`config.mk`:
```
export PLATFORM = sky130hd
export DESIGN_NAME = paddle_ctrl
export DESIGN_NICKNAME = d
export VERILOG_FILES = /design/src/rtl/paddle_ctrl.sv
export SDC_FILE = /design/constraint.sdc
export NUM_CORES = 1
export LEC_CHECK = 0
export CORE_ASPECT_RATIO = 1.4
export CORE_MARGIN = 5
export CORE_UTILIZATION = 45
export DETAILED_ROUTE_END_ITERATION = 12
export PLACE_DENSITY = 0.68
export SYNTH_ARGS = -nofsm -noshare
export SYNTH_HDL_FRONTEND = slang
export SYNTH_SLANG_ARGS = --single-unit
```
`constraint.sdc`:
```
create_clock -name i_CLK -period 7.1 [get_ports i_CLK]
set_input_delay 1.42 -clock i_CLK [delete_from_list [all_inputs] [get_ports i_CLK]]
set_output_delay 1.42 -clock i_CLK [all_outputs]
set_load 0.02 [all_outputs]
```
`src/rtl/paddle_ctrl.sv`:
```
// rtl/paddle_ctrl.sv - keyboard/AI driven paddle position controller for one PONG player
//
// Ports:
//   i_CLK, i_RST_N   clock, asynchronous active-low reset
//   i_frame_tick     one-cycle pulse per video frame; the only time y moves
//   i_key_valid      strobe qualifying i_key_byte
//   i_key_byte       ASCII key code (UP / DOWN / STOP, others ignored)
//   i_ai_en          level; rising edge enters AI tracking, falling edge leaves it
//   i_ball_y         ball top y, tracked in AI mode
//   o_y_pos          paddle top y, always within [Y_MIN, Y_MAX]
//   o_speed          current speed in lines per frame
//   o_state          00 IDLE, 01 UP, 10 DOWN, 11 AI
//   o_at_top/o_at_bot  paddle sits on the top/bottom bound
module paddle_ctrl #(
    parameter int UP           = 119,
    parameter int DOWN         = 115,
    parameter int STOP         = 32,
    parameter int Y_W          = 10,
    parameter int SCREEN_H     = 480,
    parameter int HEIGHT       = 100,
    parameter int MARGIN       = 15,
    parameter int START_Y      = (SCREEN_H - HEIGHT) / 2,
    parameter int MAX_SPEED    = 8,
    parameter int ACCEL_FRAMES = 4,
    parameter int DEADBAND     = 2
) (
    input  logic                             i_CLK,
    input  logic                             i_RST_N,
    input  logic                             i_frame_tick,
    input  logic                             i_key_valid,
    input  logic [7:0]                       i_key_byte,
    input  logic                             i_ai_en,
    input  logic [Y_W-1:0]                   i_ball_y,
    output logic [Y_W-1:0]                   o_y_pos,
    output logic [$clog2(MAX_SPEED+1)-1:0]   o_speed,
    output logic [1:0]                       o_state,
    output logic                             o_at_top,
    output logic                             o_at_bot
);

    localparam int SW = $clog2(MAX_SPEED + 1);
    localparam int CW = (ACCEL_FRAMES > 1) ? $clog2(ACCEL_FRAMES) : 1;

    // One extra bit of headroom so y +/- step and ball_y - HEIGHT/2 never wrap.
    typedef logic signed [Y_W:0] sy_t;

    localparam sy_t Y_MIN_S  = sy_t'(MARGIN);
    localparam sy_t Y_MAX_S  = sy_t'(SCREEN_H - MARGIN - HEIGHT);
    localparam sy_t HALF_S   = sy_t'(HEIGHT / 2);
    localparam sy_t DBAND_S  = sy_t'(DEADBAND);
    localparam sy_t MAXSPD_S = sy_t'(MAX_SPEED);

    localparam logic [Y_W-1:0] Y_MIN_U   = Y_W'(MARGIN);
    localparam logic [Y_W-1:0] Y_MAX_U   = Y_W'(SCREEN_H - MARGIN - HEIGHT);
    localparam logic [Y_W-1:0] START_POS = Y_W'(START_Y);
    localparam logic [SW-1:0]  SPD_MAX   = SW'(MAX_SPEED);
    localparam logic [SW-1:0]  SPD_ONE   = SW'(1);
    localparam logic [CW-1:0]  CNT_LAST  = CW'(ACCEL_FRAMES - 1);
    localparam logic [CW-1:0]  CNT_ONE   = CW'(1);

    localparam logic [7:0] KEY_UP   = 8'(UP);
    localparam logic [7:0] KEY_DOWN = 8'(DOWN);
    localparam logic [7:0] KEY_STOP = 8'(STOP);

    localparam logic [1:0] ST_IDLE = 2'b00;
    localparam logic [1:0] ST_UP   = 2'b01;
    localparam logic [1:0] ST_DOWN = 2'b10;
    localparam logic [1:0] ST_AI   = 2'b11;

    logic [1:0]     state_q, state_d;
    logic [Y_W-1:0] y_q, y_d;
    logic [SW-1:0]  speed_q, speed_d;
    logic [CW-1:0]  cnt_q, cnt_d;
    logic           ai_en_q, ai_en_d;

    // Signed views and candidate positions for this cycle's tick.
    sy_t y_s, spd_s, ball_s;
    sy_t step_up, step_dn;
    sy_t tgt_raw, tgt, diff, diff_abs, ai_step, ai_y;
    sy_t y_nxt;
    logic up_hit, dn_hit, ai_move;
    logic ai_rise, ai_fall;
    logic unused_y_msb;

    assign y_s    = $signed({1'b0, y_q});
    assign spd_s  = $signed({{(Y_W + 1 - SW){1'b0}}, speed_q});
    assign ball_s = $signed({1'b0, i_ball_y});

    // Key motion: a step that lands on or past the bound counts as a clamp hit.
    assign step_up = y_s - spd_s;
    assign step_dn = y_s + spd_s;
    assign up_hit  = (step_up <= Y_MIN_S);
    assign dn_hit  = (step_dn >= Y_MAX_S);

    // AI tracking: centre the paddle on the ball, clamped to the legal band.
    assign tgt_raw  = ball_s - HALF_S;
    assign tgt      = (tgt_raw < Y_MIN_S) ? Y_MIN_S :
                      (tgt_raw > Y_MAX_S) ? Y_MAX_S : tgt_raw;
    assign diff     = tgt - y_s;
    assign diff_abs = (diff < 0) ? -diff : diff;
    assign ai_move  = (diff_abs > DBAND_S);
    // Never step further than the distance left, so the target is not overshot.
    assign ai_step  = (diff_abs < MAXSPD_S) ? diff_abs : MAXSPD_S;
    assign ai_y     = (diff < 0) ? (y_s - ai_step) : (y_s + ai_step);

    assign ai_rise = i_ai_en & ~ai_en_q;
    assign ai_fall = ~i_ai_en & ai_en_q;

    // State register
    always_ff @(posedge i_CLK or negedge i_RST_N) begin
        if (!i_RST_N) begin
            state_q <= ST_IDLE;
        end else begin
            state_q <= state_d;
        end
    end

    // Datapath registers
    always_ff @(posedge i_CLK or negedge i_RST_N) begin
        if (!i_RST_N) begin
            y_q     <= START_POS;
            speed_q <= '0;
            cnt_q   <= '0;
            ai_en_q <= 1'b0;
        end else begin
            y_q     <= y_d;
            speed_q <= speed_d;
            cnt_q   <= cnt_d;
            ai_en_q <= ai_en_d;
        end
    end

    // Next state. Order matters: the tick moves using the registered state,
    // then a key updates the post-move state, then AI edges override both.
    always_comb begin
        state_d = state_q;
        y_nxt   = y_s;
        speed_d = speed_q;
        cnt_d   = cnt_q;
        ai_en_d = i_ai_en;

        if (i_frame_tick) begin
            case (state_q)
                ST_UP, ST_DOWN: begin
                    if ((state_q == ST_UP) ? up_hit : dn_hit) begin
                        y_nxt   = (state_q == ST_UP) ? Y_MIN_S : Y_MAX_S;
                        state_d = ST_IDLE;
                        speed_d = '0;
                        cnt_d   = '0;
                    end else begin
                        y_nxt = (state_q == ST_UP) ? step_up : step_dn;
                        if (cnt_q == CNT_LAST) begin
                            cnt_d = '0;
                            if (speed_q < SPD_MAX) begin
                                speed_d = speed_q + SPD_ONE;
                            end
                        end else begin
                            cnt_d = cnt_q + CNT_ONE;
                        end
                    end
                end
                ST_AI: begin
                    if (ai_move) begin
                        y_nxt = ai_y;
                    end
                end
                default: ;
            endcase
        end

        if (i_key_valid && (state_q != ST_AI)) begin
            // A repeat of the current direction is ignored so ramping continues.
            if (i_key_byte == KEY_UP) begin
                if (state_d != ST_UP) begin
                    state_d = ST_UP;
                    speed_d = SPD_ONE;
                    cnt_d   = '0;
                end
            end else if (i_key_byte == KEY_DOWN) begin
                if (state_d != ST_DOWN) begin
                    state_d = ST_DOWN;
                    speed_d = SPD_ONE;
                    cnt_d   = '0;
                end
            end else if (i_key_byte == KEY_STOP) begin
                state_d = ST_IDLE;
                speed_d = '0;
                cnt_d   = '0;
            end
        end

        if (ai_rise) begin
            state_d = ST_AI;
            speed_d = SPD_MAX;
            cnt_d   = '0;
        end else if (ai_fall) begin
            state_d = ST_IDLE;
            speed_d = '0;
            cnt_d   = '0;
        end

        y_d = y_nxt[Y_W-1:0];
    end

    // y_nxt is always within [Y_MIN, Y_MAX], so its sign bit is never needed.
    assign unused_y_msb = y_nxt[Y_W];

    // Outputs
    always_comb begin
        o_y_pos  = y_q;
        o_speed  = speed_q;
        o_state  = state_q;
        o_at_top = (y_q == Y_MIN_U);
        o_at_bot = (y_q == Y_MAX_U);
    end

endmodule

```
==> impl_metrics.py <==
metrics = {
    "outcome": {
        "outcome": "finished, violations left",
        "violations": "setup timing",
    },
    "synthesis": {
        "seq_area_frac_synth_pct": 12.97,
        "synth_top_area_share_pct": 12.10,
        "synth-edff-count": 0,
        "synth.largest_area_cell": "ha_1",
        "synth_compound_area_share_pct": 30.86,
        "synth_seq_cells": 19,
        "yosys.area_share.adder_pct": 14.25,
        "synth_area_leaders": "ha_1, dfrtp_1, xnor2_1",
        "synth_top_family_by_area": "compound AO/OA/AOI/OAI gates",
        "postSynth.asyncResetShare_pct": 100.0,
        "synth_cells": 502,
        "syn_area_um2": 3722,
        "synthSimpleGateAreaFrac_pct": 26.29,
        "synth_ff_type": "dfrtp_1",
        "synth.area.mux_share_pct": 1.714,
        "ys_warn_count": 0,
        "avgSynthCellArea_um2": 7.415,
        "syn-num-nets": 565,
        "synth.distinct_cells": 83,
        "synth-xor-area-share_pct": 7.966,
    },
    "floorplanning": {
        "core-area_um2": 8100,
        "die_w_um": 86.87,
        "dieHeight_um": 117.6,
        "start_util_pct": 45.95,
        "dieArea_um2": 10220,
        "io_pins": 41,
        "fp-row-count": 39,
    },
    "sta": {
        "layout_setup_ws_ns": -0.9445,
        "fin_crit_ns": 8.044,
        "hold_violations": 0,
        "max_freq_mhz": 124.3,
        "rsz0062_at_grt": "true",
        "finalCritPeriodShare_pct": 113.3,
        "fin_skew_ns": 0.001112,
        "max_slew_margin_pct": 40.80,
        "finalMaxSlewViolations": 0,
        "worstMarginPinSlew_ns": 0.8852,
        "setup_violations": 9,
        "holdWs_ns": 0.5704,
    },
    "job": {
        "drv_cap": 0,
    },
    "clocking": {
        "clockBufferDepth": 2,
        "root_buffer": "clkbuf_16",
        "cts_tree": "built",
        "clk_latency_ns": 0.25,
        "cts_inserted_buffers": 3,
        "clkTransAtPathRegs_ns": 0.06,
        "htreeDepth": 1,
        "clkSinkCount": 19,
    },
    "layout": {
        "diodes": 0,
        "syn2layout_area_growth_pct": 51.83,
        "final_common_cell": "buf_4",
        "fillers": 660,
        "finalNonFillerCells": 757,
        "drive_gt1_share_pct": 34.50,
        "layout.nets": 719,
        "fin_area_um2": 5652,
        "final_cell_mix": "buf_4, nor2_1, nand2_1",
    },
    "place": {
        "io_buffers": 40,
        "place_inst": 733,
        "post-dp-hpwl_mm": 10.01,
        "dpl_cell_area_um2": 5101,
        "routabilityCongestion": 0.8791,
    },
    "detailed_routing": {
        "first_pass_iters": 5,
        "totalWireLength_mm": 12.95,
        "drt-wirelength-per-cell_um": 17.10,
        "viasPerCell": 5.915,
        "drtIter0Drc": 183,
        "drc": 0,
        "ant_nets": 0,
        "vias": 4478,
    },
    "global_route": {
        "grt_pass1_wl_mm": 21.22,
        "grt_pass1_vias": 4586,
        "gr-total-overflow": 0,
        "grt.total_usage_pct": 25.00,
        "grt_max_degree": 21,
        "antenna_found_initial": 0,
    },
    "worst_setup_path": {
        "cpMostUsedCell": "a21oi_2",
        "required_ns": 7.24,
        "arrival_ns": 8.18,
        "critPathKind": "primary input to register",
        "slowest_delay_ns": 0.36,
        "ff2ff_path_depth": 28,
        "r2r_slack_ns": 1.39,
        "crit_path_max_fanout": 4,
        "worst_path_max_delay_cell": "fa_2",
        "startpoint_type": "primary input",
        "critical_path.endpoint_type": "register",
    },
    "hold_path": {
        "min_path_cells": 2,
        "hold_class": "register to register",
    },
    "power": {
        "leakagePower_nw": 2.398,
        "irDropWorstVdd_uv": 303.8,
        "power_density_nw_per_um2": 471.0,
        "p_total_w": 0.002662,
    },
}
## sequential cells by signal (all words and copies together) (netlist names)
register and cells:
o_y_pos 10, o_speed 4, o_state 2, ai_en_q 1, cnt_q 2
## final timing paths
kind                                   from         end
min in group asynchronous           i_RST_N  o_state[1]
max in group asynchronous           i_RST_N  o_y_pos[8]
worst max register to register   o_y_pos[1]  o_y_pos[8]
worst min register to register     cnt_q[1]    cnt_q[1]
worst min-delay path               cnt_q[1]    cnt_q[1]
worst max-delay path            i_ball_y[1]  o_y_pos[8]
## cell type report
cell class              instances  area [µm²]  area share (%)
repair buffers                164        1381           24.44
well taps                     102       127.6           2.258
clock buffers                   3       75.07           1.328
clock inverters                 1       7.507          0.1328
inverters                      36       155.1           2.745
flip-flops and latches         19       483.0           8.545
multi-input cells             432        3422           60.55
## what timing repair did
action                                  in CTS  in global routing
endpoints found under the setup margin      10                 10
resized for setup                           60                 28
pin swaps                                   47                 31
hold buffers                                 0                  0
buffers inserted                            13                 10
## cells by family after synthesis
logic type | Yosys count
other | 1
flip-flops | 19
multiplexers | 6
buffers and inverters | 51
AND/OR/NAND/NOR | 192
adder cells (fa/ha/maj) | 40
XOR/XNOR | 33
AO/OA/AOI/OAI | 160
## cell usage after synthesis, types with 7 or more instances
| cell | instances |
|---|---|
| a21o_1 | 11 |
| a21oi_1 | 37 |
| a31oi_1 | 8 |
| clkbuf_1 | 10 |
| dfrtp_1 | 13 |
| ha_1 | 36 |
| inv_1 | 34 |
| nand2_1 | 39 |
| nand2b_1 | 13 |
| nand3_1 | 11 |
| nand4_1 | 7 |
| nor2_1 | 51 |
| nor3_1 | 21 |
| nor4_1 | 7 |
| o21ai_0 | 22 |
| xnor2_1 | 27 |
## stage by stage
| stage | TNS, ns | utilization (%) | worst slack [ns] |
|---|---|---|---|
| after global placement | -12.67 | 62.98 | -1.662 |
| after detailed placement | -14.63 | 62.98 | -1.874 |
| after floorplan | -4.256 | - | -0.8535 |
| final | -5.591 | 69.77 | -0.9445 |
| after global routing | -8.750 | 69.77 | -1.318 |
| after CTS | -5.078 | 67.38 | -0.9132 |
## critical path: cells and delay by family
family | cells | cell delay (ns)
AOI/OAI and AO/OA | 19 | 3.16
buffers and inverters | 8 | 0.80
and+or+nand+nor | 8 | 1.31
adders and majority gates | 5 | 1.16
muxes | 1 | 0.17
xor gates and xnor gates | 1 | 0.16
## power by group
group	internal (W)	switching, W
clock	0.0000761	0.0000426
sequential	0.000154	0.0000979
combinational	0.00114	0.00115
total	0.00137	0.00129
## per-layer routing
| layer | GRT usage, % | vias up | share of wire (%) |
|---|---|---|---|
| met5 | 0 | - | 0 |
| met4 | 11.01 | 0 | 4.1 |
| met3 | 2.171 | 40 | 3.5 |
| met2 | 47.39 | 125 | 55 |
| met1 | 26.96 | 2144 | 37 |
| li1 | - | 2169 | - |
Note: power is estimated with default switching activity, not from simulation.
